<file path="src/rtl/payment_pkg.sv">
// Shared types and denomination table for the payment path: FSM states,
// note codes and the code-to-value mapping used by the change dispenser.
package payment_pkg;

  localparam int NUM_DENOM = 9;

  typedef enum logic [2:0] {
    ST_IDLE,
    ST_SELECT,
    ST_PRESENT,
    ST_DONE,
    ST_SHORT
  } state_t;

  localparam logic [3:0] CODE_NONE = 4'd0;
  localparam logic [3:0] CODE_1    = 4'd1;
  localparam logic [3:0] CODE_2    = 4'd2;
  localparam logic [3:0] CODE_5    = 4'd3;
  localparam logic [3:0] CODE_10   = 4'd4;
  localparam logic [3:0] CODE_20   = 4'd5;
  localparam logic [3:0] CODE_50   = 4'd6;
  localparam logic [3:0] CODE_100  = 4'd7;
  localparam logic [3:0] CODE_200  = 4'd8;
  localparam logic [3:0] CODE_500  = 4'd9;

  // Face value of a note code; unused codes map to 0.
  function automatic logic [9:0] note_value(input logic [3:0] code);
    case (code)
      CODE_1:   note_value = 10'd1;
      CODE_2:   note_value = 10'd2;
      CODE_5:   note_value = 10'd5;
      CODE_10:  note_value = 10'd10;
      CODE_20:  note_value = 10'd20;
      CODE_50:  note_value = 10'd50;
      CODE_100: note_value = 10'd100;
      CODE_200: note_value = 10'd200;
      CODE_500: note_value = 10'd500;
      default:  note_value = 10'd0;
    endcase
  endfunction

endpackage

</file>
<file path="src/rtl/note_selector.sv">
// Combinational greedy pick: the largest stocked note not exceeding the
// amount still owed.
module note_selector
  import payment_pkg::*;
#(
  parameter int AMT_W = 16
) (
  input  logic [AMT_W-1:0]     remaining,
  input  logic [NUM_DENOM-1:0] avail,
  output logic [3:0]           code,
  output logic                 found
);

  always_comb begin
    // NOTE: every output gets a default before the loop so no path can hold
    // a previous value, which would otherwise infer a latch.
    code  = CODE_NONE;
    found = 1'b0;
    // Ascending scan, so the last hit is the highest qualifying code.
    for (int i = 0; i < NUM_DENOM; i++) begin
      if (avail[i] && (AMT_W'(note_value(4'(i + 1))) <= remaining)) begin
        code  = 4'(i + 1);
        found = 1'b1;
      end
    end
  end

endmodule

</file>
<file path="src/rtl/change_dispenser.sv">
// Pays out a refund amount one note at a time over a valid/ack handshake,
// tracking per-denomination stock and reporting completion or shortfall.
module change_dispenser
  import payment_pkg::*;
#(
  parameter int AMT_W    = 16,
  parameter int CNT_W    = 8,
  parameter int INV_INIT = 10
) (
  input  logic             clk,
  input  logic             rst,
  input  logic             refund_req,
  input  logic [AMT_W-1:0] refund_amt,
  input  logic             restock,
  input  logic             note_ack,
  output logic             note_valid,
  output logic [3:0]       note_code,
  output logic             busy,
  output logic             done,
  output logic             short,
  output logic [AMT_W-1:0] remaining,
  output logic [AMT_W-1:0] dispensed
);

  state_t                 state;
  logic [CNT_W-1:0]       inv [NUM_DENOM];
  logic [NUM_DENOM-1:0]   avail;
  logic [3:0]             sel_code;
  logic                   sel_found;
  logic [AMT_W-1:0]       cur_val;

  always_comb begin
    avail = '0;
    for (int i = 0; i < NUM_DENOM; i++) avail[i] = (inv[i] != '0);
  end

  assign cur_val = AMT_W'(note_value(note_code));
  assign busy    = (state != ST_IDLE);

  note_selector #(.AMT_W(AMT_W)) u_sel (
    .remaining (remaining),
    .avail     (avail),
    .code      (sel_code),
    .found     (sel_found)
  );

  // NOTE: all state here is sequential and uses non-blocking assignments so
  // every read in this block sees the pre-edge value.
  always_ff @(posedge clk or negedge rst) begin
    if (!rst) begin
      state      <= ST_IDLE;
      note_valid <= 1'b0;
      note_code  <= CODE_NONE;
      done       <= 1'b0;
      short      <= 1'b0;
      remaining  <= '0;
      dispensed  <= '0;
      // NOTE: the stock counters are a small register array, not a RAM, and
      // must come up full, so they are reset like any other flop.
      for (int i = 0; i < NUM_DENOM; i++) inv[i] <= CNT_W'(INV_INIT);
    end else begin
      done  <= 1'b0;
      short <= 1'b0;
      case (state)
        ST_IDLE: begin
          if (restock)
            for (int i = 0; i < NUM_DENOM; i++) inv[i] <= CNT_W'(INV_INIT);
          if (refund_req) begin
            remaining <= refund_amt;
            dispensed <= '0;
            state     <= (refund_amt == '0) ? ST_DONE : ST_SELECT;
          end
        end
        ST_SELECT: begin
          if (sel_found) begin
            note_code  <= sel_code;
            note_valid <= 1'b1;
            state      <= ST_PRESENT;
          end else if (remaining == '0) begin
            state <= ST_DONE;
          end else begin
            state <= ST_SHORT;
          end
        end
        ST_PRESENT: begin
          if (note_ack) begin
            remaining  <= remaining - cur_val;
            dispensed  <= dispensed + cur_val;
            for (int i = 0; i < NUM_DENOM; i++)
              if (note_code == 4'(i + 1)) inv[i] <= inv[i] - CNT_W'(1);
            note_valid <= 1'b0;
            note_code  <= CODE_NONE;
            state      <= ST_SELECT;
          end
        end
        ST_DONE: begin
          done  <= 1'b1;
          state <= ST_IDLE;
        end
        ST_SHORT: begin
          short <= 1'b1;
          state <= ST_IDLE;
        end
        default: state <= ST_IDLE;
      endcase
    end
  end

endmodule
</file>
<file path="config.mk">
export PLATFORM = sky130hd
export DESIGN_NAME = change_dispenser
export DESIGN_NICKNAME = d
export VERILOG_FILES = /design/src/rtl/payment_pkg.sv /design/src/rtl/note_selector.sv /design/src/rtl/change_dispenser.sv
export SDC_FILE = /design/constraint.sdc
export NUM_CORES = 1
export LEC_CHECK = 0
export BUFFER_PORTS_ARGS = -buffer_cell sky130_fd_sc_hd__buf_4
export CAP_MARGIN = 40
export CORE_ASPECT_RATIO = 1.1
export CORE_UTILIZATION = 40
export DETAILED_ROUTE_END_ITERATION = 8
export GPL_ROUTABILITY_DRIVEN = 0
export SYNTH_ARGS = -nofsm -noshare
export SYNTH_HDL_FRONTEND = slang
export SYNTH_HIERARCHICAL = 1
export SYNTH_SLANG_ARGS = --single-unit
</file>
<file path="constraint.sdc">
create_clock -name clk -period 2.9 [get_ports clk]
set_clock_uncertainty 0.1 [all_clocks]
set_input_delay 0.29 -clock clk [delete_from_list [all_inputs] [get_ports clk]]
set_output_delay 0.29 -clock clk [all_outputs]
set_load 0.01 [all_outputs]
</file>
==> run summary, run 1 <==
Status = finished, violations left
Failing checks = setup timing
Crit path max fanout = 3
Cell accounting for the most synthesized area = dfrtp_1
Slew margin rel. = 43.47%
Overflow after GRT = 0
CP required = 3130 ps
Drt wl/cell = 16.71 um
Element type at the critical path end = flop
Fill cells = 1553
Vias in the first global route = 6528
GRT Resource Usage Total = 23.00%
Multi-input logic area = 0.004144 mm^2
Syn Std Cell Area = 0.006950 mm^2
Unique masters post-synth = 76
Htree depth = 4
Final setup TNS = -819.3 ps
Starting Density = 40.85%
Register bit total from synthesis = 114
Total die area = 0.01791 mm^2
Global-route wire length before repair = 32130 um
RSZ-0062 raised after global routing = yes
Post-synthesis cell count = 744
Crit Path Class = reg -> reg
Commonest cells in the netlist = dfrtp_1 (96), nor2_1 (96), nand2_1 (60), xor2_1 (43), ha_1 (33)
Final worst setup slack = -168.6 ps
Critical path arrival = 3290 ps
Largest net degree at the start of global routing = 46
DR vias = 6329
Cell area power density = 1062 mW/mm^2
Worst Hold Class = in -> reg
Max VDD drop = 0.5262 mV
Dominant cells by area after synthesis = dfrtp_1 (35%), dfstp_2 (6.8%), ha_1 (5.9%), xor2_1 (5.4%), nor2_1 (5.2%)
Root Buffer = clkbuf_16
Final setup vio count = 8
Register area share after synthesis = 41.37%
Post-synth ARST share = 100.0%
Post-DP HPWL = 14040 um
Remaining antenna violation count = 0
Main flop type after synthesis = dfrtp_1
Layout cells sized above 1 = 33.90%
Pre-antenna DRT Iters = 5
Reg area = 0.002880 mm^2
Startpoint types = flop
Initial antenna violation count = 0
Worst Max-Slew Pin Slew = 831.5 ps
Post-synth EDFFs = 0
Post-synth net total = 800
TritonCTS clock tree = built
Port buffer count = 60
CTS Buffer Depth = 2
Mean post-synth cell area = 9.342 um^2
FP Rows = 50
ANT cells = 0
CTS Sinks = 114
Max capacitance violation total = 0
Post-layout util = 55.82%
Fmax achieved = 0.3259 GHz
Fin crit period = 3069 ps
Via-per-instance ratio = 5.386
Layout area overhead = 36.65%
Clock Latency Late Sink = 420 ps
DRT iter0 DRCs = 326
Synth top area share = 34.56%
Core Region = 0.01702 mm^2
Die height = 140.3 um
Slew Limit Fails = 0
Final #Nets = 985
I/O pins = 61
Num CTS Buffers = 17
Final WL = 19630 um
Die width = 127.7 um
Hold Fails Final Rpt = 0
LEAKAGE = 4.286 nW
Fin crit share = 105.8%
Worst-path clk slew = 50 ps
YS warnings = 6
DRC viols = 0
## layout make-up
class	count	share of cell area, %
Clock buffer	21	4.848
Multi-Input combinational cell	574	43.63
Clock inverter	10	1.660
Sequential cell	114	30.33
Timing Repair Buffer	189	15.15
Inverter	33	1.304
Tap cell	234	3.083
## flip-flops by register name, indices dropped and copies added (netlist names)
signal and count:
dispensed 16, remaining 16, inv 72, done 1
note_valid 1, state 3, note_code 4, short 1
## report_power, final
group / switching, mW / internal (mW) / total [mW]
Clock: 0.745 / 1.47 / 2.22
Sequential: 0.413 / 2.06 / 2.47
Combinational: 2.92 / 2.48 / 5.39
## metrics by stage
| stage | hold slack [ps] | area (um^2) | cells | worst slack (ps) | power, mW |
|---|---|---|---|---|---|
| 3_5_place_dp | 228.8 | 8518 | 1134 | -336.2 | 7.385 |
| 2_1_floorplan | -105.6 | 6960 | 744 | -107.0 | 5.320 |
| 3_3_place_gp | 210.7 | 8507 | 1133 | -257.8 | 7.249 |
| 5_1_grt | 33.93 | 9498 | 1175 | -244.7 | 10.73 |
| 6_report | 34.02 | 9498 | 1175 | -168.6 | 10.08 |
| 4_1_cts | 17.82 | 9300 | 1172 | -206.4 | 9.737 |
## cell usage in the layout, fill, tap and decap left out, types with 22 or more instances in the layout
cell type    n
o21ai_0     22
nor2_1      96
buf_4      185
nand2_1     58
dfrtp_1     92
xnor2_1     28
inv_1       29
xor2_1      43
ha_1        26
nand3_1     30
## final timing paths
path | from | endpoint | slack (ps) | cells after the start
setup / recovery | inv[54] | state[0] | -170 | 7
hold / removal | refund_amt[7] | remaining[7] | 30 | 3
setup reg to reg | inv[54] | state[0] | -170 | 7
hold reg to reg | note_valid | note_valid | 400 | 1
max in group asynchronous | rst | inv[3] | 1660 | 3
min in group asynchronous | rst | inv[18] | 310 | 2
## what timing repair did
item,CTS,global route
pin swaps,5,12
gates resized for setup,25,39
setup buffers,4,3
hold endpoints to repair,31,0
endpoints found under the setup margin,15,23
hold buffers,3,0
## critical path: stages, from the launching register on
cell and delay, ps:
dfrtp_1 390, or4_4 540, or4b_2 650, o31a_1 150, nor2_1 100, or4b_4 480
or3_4 340, a221oi_2 240
## metal layers
| metal | part of all wire [%] | wire (um) | GRT usage (%) |
|---|---|---|---|
| met2 | 49 | 9616 | 38.40 |
| met3 | 5.2 | 1018 | 5.309 |
| met5 | 0 | 0 | 0 |
| met4 | 3.4 | 665 | 11.46 |
| met1 | 42 | 8329 | 27.83 |
## cell families after synthesis
group / share of synthesized area, %
AND/OR/NAND/NOR: 24.16
AO/OA/AOI/OAI: 15.36
flip-flops: 41.37
XOR/XNOR: 8.947
buffers and inverters: 3.150
adder cells (fa/ha/maj): 6.517
multiplexers: 0.5040
(Power assumes the default switching activity.)
==> inputs of run 2 (changes only) <==
- CORE_UTILIZATION: 40 -> 45
- PLACE_DENSITY: not set -> 0.65
==> run 2 against run 1 <==
Effect of this change: the flow still finishes with violations (setup timing); cell count down 3.4%; fmax is 2.1% lower; combinational power down 1%; critical endpoint unchanged.
==> run summary, run 2 (synthesis gave the netlist of run 1 again) <==
Status = finished, violations left
Failing checks = setup timing
Clock Latency Late Sink = 430 ps
Max Used Layer = met4
Element type at the critical path end = flop
Cell area power density = 1075 mW/mm^2
CP required = 3120 ps
Remaining antenna violation count = 0
Crit path max fanout = 3
Slew Limit Fails = 0
Final setup vio count = 8
Worst Max-Slew Pin Slew = 778.6 ps
Die width = 120.5 um
Fmax achieved = 0.3191 GHz
Starting Density = 46.17%
Max VDD drop = 0.5486 mV
Fin crit share = 108.1%
DRC viols = 0
Final #Nets = 982
Placed cell area = 0.008413 mm^2
Max FFs per register = 72
Biggest register = inv
Final worst setup slack = -233.6 ps
Metal3 WL = 1026 um
WL met1 = 8003 um
Htree depth = 4
DRT iter0 DRCs = 439
Largest registers = inv: 72 flops, dispensed: 16 flops, remaining: 16 flops
Fin crit period = 3134 ps
CTS Buffer Depth = 2
ANT cells = 0
Initial antenna violation count = 0
RSZ-0062 raised after global routing = yes
Post-DP HPWL = 13910 um
Final total power = 10.12 mW
Drt wl/cell = 17.04 um
WHS = 21.34 ps
LEAKAGE = 4.276 nW
Root Buffer = clkbuf_16
FP Rows = 47
DR vias = 6498
CTS Sinks = 114
Pre-antenna DRT Iters = 5
Met2 wire len = 9671 um
Worst-path clk slew = 50 ps
Commonest non-fill, non-tap cells in the layout = buf_4 (185), nor2_1 (96), dfrtp_1 (91)
Global-route wire length before repair = 31810 um
GRT Resource Usage Total = 25.49%
Worst Hold Class = in -> reg
Largest net degree at the start of global routing = 49
Post-route cell area = 0.009410 mm^2
Setup WS pre-CTS = -382.2 ps
Commonest non-fill, non-tap cell in the layout = buf_4
I/O pins = 61
Max capacitance violation total = 0
Die height = 132.3 um
Post-layout util = 62.51%
Hold Fails Final Rpt = 0
TritonCTS clock tree = built
Critical path arrival = 3360 ps
Layout area overhead = 35.39%
Layout cells sized above 1 = 33.12%
Via-per-instance ratio = 5.725
Slew margin rel. = 47.07%
Num CTS Buffers = 17
Startpoint types = flop
Core Region = 0.01505 mm^2
Overflow after GRT = 0
Final WL = 19340 um
Crit Path Class = reg -> reg
Vias in the first global route = 6574
Port buffer count = 60
Total die area = 0.01595 mm^2
==> run 2: final cells by class <==
type,instances,area (um^2)
Sequential cell,114,2882
Timing Repair Buffer,186,1399
Clock buffer,22,464.2
Clock inverter,10,180.2
Multi-Input combinational cell,574,4116
Tap cell,196,245.2
Inverter,33,123.9
Fill cell,1283,5644
==> run 2: per-layer routing <==
| layer | vias up | global-route usage, % |
|---|---|---|
| met1 | 3203 | 30.83 |
| met3 | 52 | 5.407 |
| met4 | 0 | 11.87 |
| met5 | - | 0 |
| li1 | 3034 | - |
| met2 | 209 | 43.14 |
==> run 2: worst max-delay path: stages (launching register included) <==
cell and delay (ps):
dfrtp_1 380, or4_1 550, or4b_2 670, o21a_1 150, nor2_1 110, or4b_4 480
or3_4 350, a221oi_2 250
==> run 2: path summary, 6_finish.rpt <==
kind / from / to / slack, ps / depth (start not counted)
min reg2reg: note_valid / note_valid / 400 / 1
min: refund_amt[12] / remaining[12] / 20 / 3
max in group asynchronous: rst / inv[11] / 1560 / 3
max reg2reg: inv[62] / state[0] / -230 / 7
min in group asynchronous: rst / inv[64] / 340 / 2
max: inv[62] / state[0] / -230 / 7
==> run 2: repair_timing <==
action,CTS,global route
buffers inserted,4,8
endpoints found under the hold margin,38,0
pin swaps,6,16
resized for setup,25,36
hold buffers,1,0
setup endpoints to repair,14,24
==> run 2: through the flow <==
| step | setup TNS, ps | instances |
|---|---|---|
| 6_report | -1249 | 1135 |
| 5_1_grt | -1887 | 1135 |
| 4_1_cts | -1488 | 1127 |
| 3_5_place_dp | -2948 | 1090 |
| 3_3_place_gp | -1228 | 1089 |
| 2_1_floorplan | -107.0 | 744 |
==> run 2: power by group <==
group          switching (mW)  internal, mW
Sequential              0.428          2.06
Clock                   0.731          1.56
Combinational            2.88          2.45
Total                    4.04          6.07
==> inputs of run 3 (changes only) <==
- CTS_BUF_LIST: not set -> sky130_fd_sc_hd__clkbuf_8
==> run 3 against run 2 <==
Effect of this change: the run still ends with setup timing left; flip-flop and latch count did not move; core utilization fell by 0.81 points; register-to-register slack improved by 20 ps; sequential share of layout area rose by 0.40 points; clock-buffer cell count fell by 3; combinational power barely moved; critical path type unchanged.
==> run summary, run 3 (synthesis gave the netlist of run 1 again) <==
CP cell instances = or4_1 -> or4b_2 -> o21a_1 -> nor2_1 -> or4b_4 -> or3_4 -> a221oi_2
Worst Hold Class = in -> reg
Max VDD drop = 0.5427 mV
LEAKAGE = 4.235 nW
Overflow after GRT = 0
Failing checks = setup timing
CP max stage cell = or4b_2
Max FFs per register = 72
CTS Sinks = 114
Final setup TNS = -1166 ps
Port buffer count = 60
Crit path to = state[0]
Setup WS pre-CTS = -382.2 ps
Hold_sp = refund_amt[7]
Startpoint types = flop
I/O pins = 61
Final setup vio count = 8
Num CTS Buffers = 17
CP top delay family = simple AND/OR/NAND/NOR gates
Crit path max fanout = 3
RSZ-0062 raised after global routing = yes
Via-per-instance ratio = 5.654
DR vias = 6463
FP Rows = 47
FF-to-FF End = state[0]
Final worst setup slack = -217.0 ps
Number of cells on the worst reg-to-reg path = 7
Worst-path clk slew = 70 ps
Element type at the critical path end = flop
Starting Density = 46.17%
Post-DP HPWL = 13910 um
Biggest register = inv
Total die area = 0.01595 mm^2
CP required = 3150 ps
Commonest non-fill, non-tap cells in the layout = buf_4 (184), nor2_1 (96), dfrtp_1 (91)
Slew Limit Fails = 0
Fin crit period = 3117 ps
Fmax achieved = 0.3208 GHz
Global-route wire length before repair = 31770 um
Layout cells sized above 1 = 33.16%
Reg-to-reg slack, setup = -220 ps
TritonCTS clock tree = built
Die width = 120.5 um
Initial antenna violation count = 0
Core Region = 0.01505 mm^2
Cell area power density = 1027 mW/mm^2
Pre-antenna DRT Iters = 7
CTS Buffer Depth = 2
RR Startpoint = inv[62]
Critical path arrival = 3360 ps
DRC viols = 0
Max capacitance violation total = 0
Clock Latency Late Sink = 450 ps
Max incr delay on CP = 670 ps
GRT Resource Usage Total = 25.31%
Drt wl/cell = 17.00 um
Root Buffer = clkbuf_8
Layout area overhead = 33.63%
Crit Path Class = reg -> reg
Status = finished, violations left
DRT iter0 DRCs = 373
WP buf/inv = 0
Final #Nets = 990
Htree depth = 4
Vias in the first global route = 6646
Crit path from = inv[62]
Worst Max-Slew Pin Slew = 767.0 ps
Hold Fails Final Rpt = 0
Final WL = 19430 um
Slew margin rel. = 47.85%
Largest registers = inv: 72 flops, dispensed: 16 flops, remaining: 16 flops
CP Depth = 7
Fin crit share = 107.5%
Largest net degree at the start of global routing = 49
Remaining antenna violation count = 0
Commonest non-fill, non-tap cell in the layout = buf_4
Die height = 132.3 um
ANT cells = 0
[run 3: cell types whose count changed in the layout (fill, tap and decap cells not counted), moves of 3 or more]
cell,change
dlygate4sd3_1,+8
clkbuf_1,-3
clkbuf_16,-17
clkbuf_8,+17
[run 3: area by class of cell]
class / instances / area [um^2]
timing repair buffer: 194 / 1483
tap: 196 / 245.2
multi-input combinational: 574 / 4101
clock buffer: 19 / 261.5
fill: 1281 / 5767
inverter: 33 / 123.9
clock inverter: 13 / 191.4
sequential: 114 / 2882
[run 3: how the worst min path moves through the flow]
stage / cells after the start / slack [ps] / endpoint
floorplan: 0 / -110 / dispensed[0]
global placement: 1 / 260 / inv[16]
detailed placement: 1 / 260 / inv[16]
CTS: 3 / 2 / remaining[15]
global route: 3 / 30 / remaining[13]
finish: 3 / 50 / remaining[7]
[run 3: what timing repair did]
| action | in CTS | in global routing |
|---|---|---|
| hold buffers | 9 | 0 |
| setup endpoints to repair | 14 | 21 |
| pin swaps | 6 | 14 |
| hold endpoints to repair | 46 | 0 |
| cloned | 0 | 0 |
| gates resized for setup | 27 | 36 |
| buffers inserted | 4 | 9 |
[run 3: through the flow]
stage | utilization, % | power (mW) | instances | hold slack [ps] | instance area (um^2)
6_report | 61.69 | 9.535 | 1143 | 47.13 | 9288
5_1_grt | 61.69 | 10.18 | 1143 | 34.84 | 9288
4_1_cts | 60.35 | 9.241 | 1135 | 1.816 | 9085
3_5_place_dp | 55.88 | 7.412 | 1090 | 256.3 | 8413
3_3_place_gp | 55.81 | 7.231 | 1089 | 260.3 | 8402
2_1_floorplan | - | 5.320 | 744 | -105.6 | 6960
[run 3: metal layers]
layer	global-route usage [%]	wire [um]	vias up
met3	4.412	978	51
met5	0	0	-
met1	30.82	8115	3171
met2	43.39	9746	196
li1	-	-	3045
met4	11.59	586	0
[run 3: report_power, final]
part	total [mW]	switching (mW)	internal, mW
clock network	1.70	0.649	1.05
logic	5.35	2.90	2.45
registers	2.48	0.423	2.06
[run 3: worst reg2reg max path: cells and delay by family, from the launching register on]
kind	cells	cell delay (ps)
AND/OR/NAND/NOR	5	2160
AO/OA/AOI/OAI	2	390
flip-flops	1	380
